### src/rtl/frame_stream_gen.sv
// frame_stream_gen - AXI4-Stream frame source.
//
// On an accepted start, emits one frame of y_size rows. Each row holds x_size
// pixels of pixel_width bytes, packed little-endian into 64-bit beats. Every
// component byte of pixel p carries p mod 256. The tuser sync bits mark the
// first and last beats of each row (SOF/EOF/SOL/EOL).
//
// Optional build macro: FRAME_GEN_ROW_SEED_EN
//   When defined, each pixel byte becomes (p + row_index) mod 256, so row
//   order is visible in the data. Sync, sizing and timing do not change.
//
// Ports:
//   aclk              clock
//   aclk_reset        synchronous active-high reset (clears all outputs)
//   aclk_start        one-cycle frame start request
//   aclk_pixel_width  bytes per pixel (1..4)
//   aclk_x_size       pixels per row (1..8191)
//   aclk_y_size       rows per frame (1..8191)
//   aclk_line_gap     idle cycles between rows
//   aclk_busy         frame in progress
//   aclk_frame_done   one-cycle pulse after the EOF beat is accepted
//   aclk_cfg_error    one-cycle pulse when a start is rejected
//   aclk_tvalid/tready/tdata/tuser/tlast  AXI4-Stream master
//                     tuser: [0]=SOF [1]=EOF [2]=SOL [3]=EOL
module frame_stream_gen #(
  parameter int LINE_GAP_W = 16
) (
  input  logic                  aclk,
  input  logic                  aclk_reset,
  input  logic                  aclk_start,
  input  logic [2:0]            aclk_pixel_width,
  input  logic [12:0]           aclk_x_size,
  input  logic [12:0]           aclk_y_size,
  input  logic [LINE_GAP_W-1:0] aclk_line_gap,
  output logic                  aclk_busy,
  output logic                  aclk_frame_done,
  output logic                  aclk_cfg_error,
  output logic                  aclk_tvalid,
  input  logic                  aclk_tready,
  output logic [63:0]           aclk_tdata,
  output logic [3:0]            aclk_tuser,
  output logic                  aclk_tlast
);

  typedef enum logic [1:0] {ST_IDLE, ST_ROW, ST_GAP} state_t;

  function automatic logic [7:0] pix_byte(input logic [7:0] p, input logic [7:0] seed);
    return p + seed;
  endfunction

  // Control / counter stage (p0)
  state_t                state_p0, nxt_state;
  logic [1:0]            pw_m1_p0;
  logic [12:0]           y_last_p0;
  logic [LINE_GAP_W-1:0] gap_p0;
  logic [LINE_GAP_W-1:0] gcnt_p0;
  logic [15:0]           row_bytes_p0;
  logic [12:0]           pix_p0;
  logic [1:0]            comp_p0;
  logic [15:0]           left_p0;
  logic [12:0]           row_p0;
  logic                  row_loaded_p0;
  logic                  err_p0;
  logic                  done_p0;

  // Output register stage (p1)
  logic                  vld_p1;
  logic [63:0]           data_p1;
  logic [3:0]            user_p1;
  logic                  last_p1;
  logic                  busy_p1;
  logic                  done_p1;
  logic                  err_p1;

  logic        acc, last_acc, final_row, can_load, legal;
  logic        accept, reject, load, restart, enter_gap, eof;
  logic [15:0] rb_in;

  logic [12:0] v_pix, n_pix, v_row;
  logic [1:0]  v_comp, n_comp;
  logic [15:0] v_left, n_left;
  logic [63:0] beat;
  logic        b_first, b_last;
  logic [3:0]  b_user;
  logic [7:0]  seed;

  assign rb_in     = 16'(aclk_x_size) * 16'(aclk_pixel_width);
  assign legal     = (aclk_pixel_width != 3'd0) && (aclk_pixel_width <= 3'd4) &&
                     (aclk_x_size != 13'd0) && (aclk_y_size != 13'd0);
  assign acc       = vld_p1 & aclk_tready;
  assign last_acc  = acc & last_p1;
  assign final_row = (row_p0 == y_last_p0);
  assign can_load  = !vld_p1 || aclk_tready;

  // Next-state and load control
  always_comb begin
    nxt_state = state_p0;
    accept    = 1'b0;
    reject    = 1'b0;
    load      = 1'b0;
    restart   = 1'b0;
    enter_gap = 1'b0;
    eof       = 1'b0;
    case (state_p0)
      ST_IDLE: begin
        if (aclk_start) begin
          if (legal) begin
            accept    = 1'b1;
            nxt_state = ST_ROW;
          end else begin
            reject = 1'b1;
          end
        end
      end
      ST_ROW: begin
        if (last_acc) begin
          if (final_row) begin
            eof       = 1'b1;
            nxt_state = ST_IDLE;
          end else if (gap_p0 != '0) begin
            enter_gap = 1'b1;
            nxt_state = ST_GAP;
          end else begin
            // Zero gap: the next row's first beat replaces the accepted
            // last beat on the same edge, keeping rows back-to-back.
            restart = 1'b1;
            load    = 1'b1;
          end
        end else if (!row_loaded_p0 && can_load) begin
          load = 1'b1;
        end
      end
      ST_GAP: begin
        if (gcnt_p0 == LINE_GAP_W'(1)) begin
          load      = 1'b1;
          nxt_state = ST_ROW;
        end
      end
      default: nxt_state = ST_IDLE;
    endcase
  end

  // Beat assembly: walks the pixel/component counters byte by byte so no
  // divider is needed. restart presents a fresh-row view of the counters.
  always_comb begin
    v_pix  = pix_p0;
    v_comp = comp_p0;
    v_left = left_p0;
    v_row  = row_p0;
    if (restart) begin
      v_pix  = '0;
      v_comp = '0;
      v_left = row_bytes_p0;
      v_row  = row_p0 + 13'd1;
    end
`ifdef FRAME_GEN_ROW_SEED_EN
    seed = v_row[7:0];
`else
    seed = 8'd0;
`endif
    n_pix  = v_pix;
    n_comp = v_comp;
    beat   = '0;
    for (int i = 0; i < 8; i++) begin
      if (16'(i) < v_left) begin
        beat[8*i +: 8] = pix_byte(n_pix[7:0], seed);
        if (n_comp == pw_m1_p0) begin
          n_comp = '0;
          n_pix  = n_pix + 13'd1;
        end else begin
          n_comp = n_comp + 2'd1;
        end
      end
    end
    n_left  = (v_left > 16'd8) ? (v_left - 16'd8) : 16'd0;
    b_first = (v_left == row_bytes_p0);
    b_last  = (v_left <= 16'd8);
    b_user  = 4'b0000;
    if (b_first) b_user = b_user | ((v_row == 13'd0) ? 4'b0001 : 4'b0100);
    if (b_last)  b_user = b_user | ((v_row == y_last_p0) ? 4'b0010 : 4'b1000);
  end

  // Control registers and output stage
  always_ff @(posedge aclk) begin
    if (aclk_reset) begin
      state_p0      <= ST_IDLE;
      row_loaded_p0 <= 1'b0;
      err_p0        <= 1'b0;
      done_p0       <= 1'b0;
      vld_p1        <= 1'b0;
      data_p1       <= '0;
      user_p1       <= '0;
      last_p1       <= 1'b0;
      busy_p1       <= 1'b0;
      done_p1       <= 1'b0;
      err_p1        <= 1'b0;
    end else begin
      state_p0 <= nxt_state;
      err_p0   <= reject;
      done_p0  <= eof;
      err_p1   <= err_p0;
      done_p1  <= done_p0;
      busy_p1  <= (state_p0 != ST_IDLE);
      if (load) begin
        vld_p1        <= 1'b1;
        data_p1       <= beat;
        user_p1       <= b_user;
        last_p1       <= b_last;
        row_loaded_p0 <= b_last;
      end else if (acc) begin
        vld_p1 <= 1'b0;
      end
      if (accept || enter_gap) row_loaded_p0 <= 1'b0;
    end
  end

  // Config latch and row counters
  always_ff @(posedge aclk) begin
    if (accept) begin
      pw_m1_p0     <= 2'(aclk_pixel_width - 3'd1);
      y_last_p0    <= aclk_y_size - 13'd1;
      gap_p0       <= aclk_line_gap;
      row_bytes_p0 <= rb_in;
      pix_p0       <= '0;
      comp_p0      <= '0;
      left_p0      <= rb_in;
      row_p0       <= '0;
    end else if (load) begin
      pix_p0  <= n_pix;
      comp_p0 <= n_comp;
      left_p0 <= n_left;
      row_p0  <= v_row;
    end else if (enter_gap) begin
      pix_p0  <= '0;
      comp_p0 <= '0;
      left_p0 <= row_bytes_p0;
      row_p0  <= row_p0 + 13'd1;
    end
    if (enter_gap) begin
      gcnt_p0 <= gap_p0;
    end else if (state_p0 == ST_GAP) begin
      gcnt_p0 <= gcnt_p0 - LINE_GAP_W'(1);
    end
  end

  assign aclk_tvalid     = vld_p1;
  assign aclk_tdata      = data_p1;
  assign aclk_tuser      = user_p1;
  assign aclk_tlast      = last_p1;
  assign aclk_busy       = busy_p1;
  assign aclk_frame_done = done_p1;
  assign aclk_cfg_error  = err_p1;

endmodule

### config.mk
export PLATFORM = sky130hd
export DESIGN_NAME = frame_stream_gen
export DESIGN_NICKNAME = d
export VERILOG_FILES = /design/src/rtl/frame_stream_gen.sv
export SDC_FILE = /design/constraint.sdc
export NUM_CORES = 1
export LEC_CHECK = 0
export CAP_MARGIN = 20
export CORE_AREA = 2 2 146 148
export DETAILED_ROUTE_END_ITERATION = 16
export DIE_AREA = 0 0 148 150
export PLACE_DENSITY = 0.83
export SETUP_SLACK_MARGIN = 0.5
export SLEW_MARGIN = 15
export SYNTH_ARGS = -nofsm -noshare
export SYNTH_HDL_FRONTEND = slang
export SYNTH_SLANG_ARGS = --single-unit
### constraint.sdc
create_clock -name aclk -period 10.5 [get_ports aclk]
set_clock_uncertainty 0.1 [all_clocks]
set_input_delay 1.575 -clock aclk [delete_from_list [all_inputs] [get_ports aclk]]
set_output_delay 1.575 -clock aclk [all_outputs]
set_load 0.005 [all_outputs]
==> flow_summary.toml <==
[status]
status = "completed"

[layout]
multi_input_area_um2 = 7370
regArea_um2 = 4390
syn2layout_area_growth_pct = 15.9
fillCellCount = 1658
post-route-util = 0.687
nets = 1618
diodes = 0
layout-drive-gt1-share = 0.0520

[setup_path]
cp_max_fo = 19
start_kind = "primary input"
r2r_start = "row_p0[3]$_SDFFE_PP0P_"
critPathArrivalTime_ns = 8.83
rrSetupSlack_ns = 2.28
crit_required_ns = 10.72
end_kind = "flop"
crit_type = "in -> reg"
r2r_cells = 24
r2r_end = "pix_p0[7]$_SDFFE_PP0P_"

[pwr]
p_leak_nw = 5.22
irDropWorstVdd_v = 0.000199
power_density_nw_per_um2 = 235

[route]
route.detailed.drc = 0
drt_iter0_markers = 1015
top_layer = "met4"
m1WireLength_mm = 13.4
wl_mm = 31.2
viasPerCell = 6.13
vias = 11100
dr.pass1.iters = 6
wl_per_cell_um = 17.2
ant_nets = 0
wl_met2_mm = 15.0
dr_wl_met3_mm = 1.68

[cts]
cts.sink_count = 180
clk_pin_slew_ns = 0.07
cts_setup_buffers = 0
cts_root_buffer = "clkbuf_16"
cts_hold_buffers = 0
h-tree-depth = 4
clock_path_buffers = 2
cts_buffers = 17
cts_resized = 0
clk_latency_ns = 0.45
cts_tree = "built"

[sta]
fmax_mhz = 116
setup_viol = 0
slew_headroom = 0.343
fin_crit_ns = 8.61
hold_viol_final = 0
worst_pin_slew_ns = 0.986
rsz0062_at_grt = "no"
slew_viol_final = 0
setup_tns_ns = 0
finalCritPeriodShare = 0.820

[floorplan]
fp-row-count = 53
initial_core_util = 0.593
die_w_um = 148
die_area_um2 = 22200
io_pins = 122
design.core.area_um2 = 20700
dieHeight_um = 150

[hold_path]
worstHoldStart = "err_p0$_SDFF_PP0_"
holdCritPathClass = "reg -> reg"
hold_path_depth = 1
worstHoldEndpoint = "aclk_cfg_error$_SDFF_PP0_"

[grt]
grt_start_max_net_pins = 79
grt_antenna_before_repair = 0
grtUsageTotal = 0.287
overflow = 0
grt_pass1_vias = 10500
grt_pass1_wl_mm = 51.7

[yosys]
syn_nets = 1546
synthCells = 1452
async_flop_share = 0
syn_area_um2 = 12300
syn_avg_cell_area_um2 = 8.45
synth_seq_area_share = 0.358
synthFlopType = "dfxtp_1"
synth_edf_count = 79
yosys_register_bits = 180
synthDistinctLibCells = 91
synth_warnings = 0

[run]
maxCapViolations = 0

[placement]
hpwl_mm = 22.8
place.gp.congestion = 0.946
port_buffers = 121
[layout by cell type (no fill, tap or decap), types with 9 or more instances in the layout]
master and instances:
nor2_1 228, nand2_1 129, clkdlybuf4s50_1 120, dfxtp_1 101, xnor2_1 100, edfxtp_1 79, a21oi_1 74, inv_1 58
o21ai_0 53, nor3_1 51, a22oi_1 51, xor2_1 47, nand3_1 43, ha_1 33, and2_1 24, nand4_1 23
nor4_1 19, clkbuf_16 18, mux2i_1 17, and3_1 15, a221oi_1 15, a211oi_1 12, fa_1 12, a31oi_1 11
o211ai_1 10, a21o_1 10, or3_1 9, o21bai_1 9
[sequential cells by signal (all words and copies together), names as in the netlist]
name	count
y_last_p0	13
comp_p0	2
aclk_tlast	1
aclk_tuser	4
row_p0	13
aclk_busy	1
done_p0	1
state_p0	2
row_loaded_p0	1
err_p0	1
gcnt_p0	16
gap_p0	16
aclk_tvalid	1
aclk_frame_done	1
aclk_cfg_error	1
row_bytes_p0	16
left_p0	16
pw_m1_p0	2
aclk_tdata	64
pix_p0	8
[worst max-delay path, stage by stage]
cell and delay (ns):
clkdlybuf4s50_1 0.50, nand4_1 0.23, nor2_1 0.32, nand2_1 0.48
o31ai_4 0.48, nand4_4 0.32, or3_1 0.47, a32oi_2 0.40
xnor2_1 0.15, or2_1 0.28, nor3_1 0.41, nor2_1 0.15
xnor2_1 0.32, ha_1 0.24, o2111ai_1 0.19, xnor2_2 0.40
nand4_1 0.33, xnor2_1 0.45, nand2_1 0.09, nand4bb_1 0.22
xnor2_1 0.34, and4bb_1 0.27, xnor2_1 0.13, o21ai_1 0.07
[routing by layer]
layer  up-vias  global-route usage
met5         -                   0
met4         0               0.137
met3        79              0.0335
met1      5251               0.373
li1       5347                   -
met2       423               0.478
[how the worst max path moves through the flow]
stage	start	to	slack, ns	cells past startpoint
6_report	aclk_tready	pix_p0[7]$_SDFFE_PP0P_	1.89	24
5_1_grt	aclk_tready	pix_p0[6]$_SDFFE_PP0P_	1.19	24
4_1_cts	aclk_tready	pix_p0[7]$_SDFFE_PP0P_	2.01	24
3_5_place_dp	aclk_tready	pix_p0[7]$_SDFFE_PP0P_	1.59	24
3_3_place_gp	aclk_tready	pix_p0[6]$_SDFFE_PP0P_	1.85	24
2_1_floorplan	aclk_tready	pix_p0[6]$_SDFFE_PP0P_	3.25	24
[Yosys cell counts, types with 9 or more instances]
master    number  area share
a211oi_1      12      0.0073
a21o_1        10      0.0061
a21oi_1       74       0.030
a221oi_1      15       0.011
a22oi_1       51       0.031
a31oi_1       11      0.0056
and2_1        24       0.012
and3_1        15      0.0076
clkbuf_1      57       0.017
dfxtp_1      101        0.16
edfxtp_1      79        0.19
fa_1          12       0.020
ha_1          33       0.034
inv_1         59       0.018
mux2i_1       17       0.014
nand2_1      130       0.040
nand3_1       44       0.018
nand4_1       23       0.012
nor2_1       228       0.070
nor3_1        51       0.021
nor4_1        19      0.0097
o211ai_1      10      0.0061
o21ai_0       53       0.022
o21bai_1       9      0.0055
or3_1          9      0.0046
xnor2_1      100       0.071
xor2_1        47       0.034
[cells by family (layout without fill, tap and decap cells)]
family,Yosys count,after routing,synth area share
mux,24,24,0.0203
fa+ha+maj,45,45,0.0532
xor+xnor,152,152,0.112
flops,180,180,0.358
simple gates,602,602,0.234
compound gates,316,316,0.179
buf+inv,133,218,0.0431
[stage by stage]
step / worst slack (ns) / cell area, µm² / hold WS [ns] / cells / total power [mW]
3_3_place_gp: 1.85 / 13600 / 0.318 / 1780 / 2.57
4_1_cts: 2.01 / 14200 / 0.362 / 1812 / 3.32
2_1_floorplan: 3.25 / 12300 / 0.314 / 1452 / 2.23
5_1_grt: 1.19 / 14200 / 0.378 / 1812 / 3.59
6_report: 1.89 / 14200 / 0.359 / 1812 / 3.34
3_5_place_dp: 1.59 / 13600 / 0.327 / 1780 / 2.62
[power breakdown]
group	internal [mW]	total, mW	switching [mW]
combinational	0.654	1.71	1.06
clock	0.393	0.683	0.290
sequential	0.846	0.944	0.0981
[cell type report]
class,instances,area share
multi-input combinational,1139,0.518
sequential,180,0.309
timing repair buffer,127,0.0880
clock buffer,22,0.0351
tap,275,0.0242
inverter,59,0.0156
clock inverter,10,0.00959
Note: power is estimated with default switching activity, not from simulation.
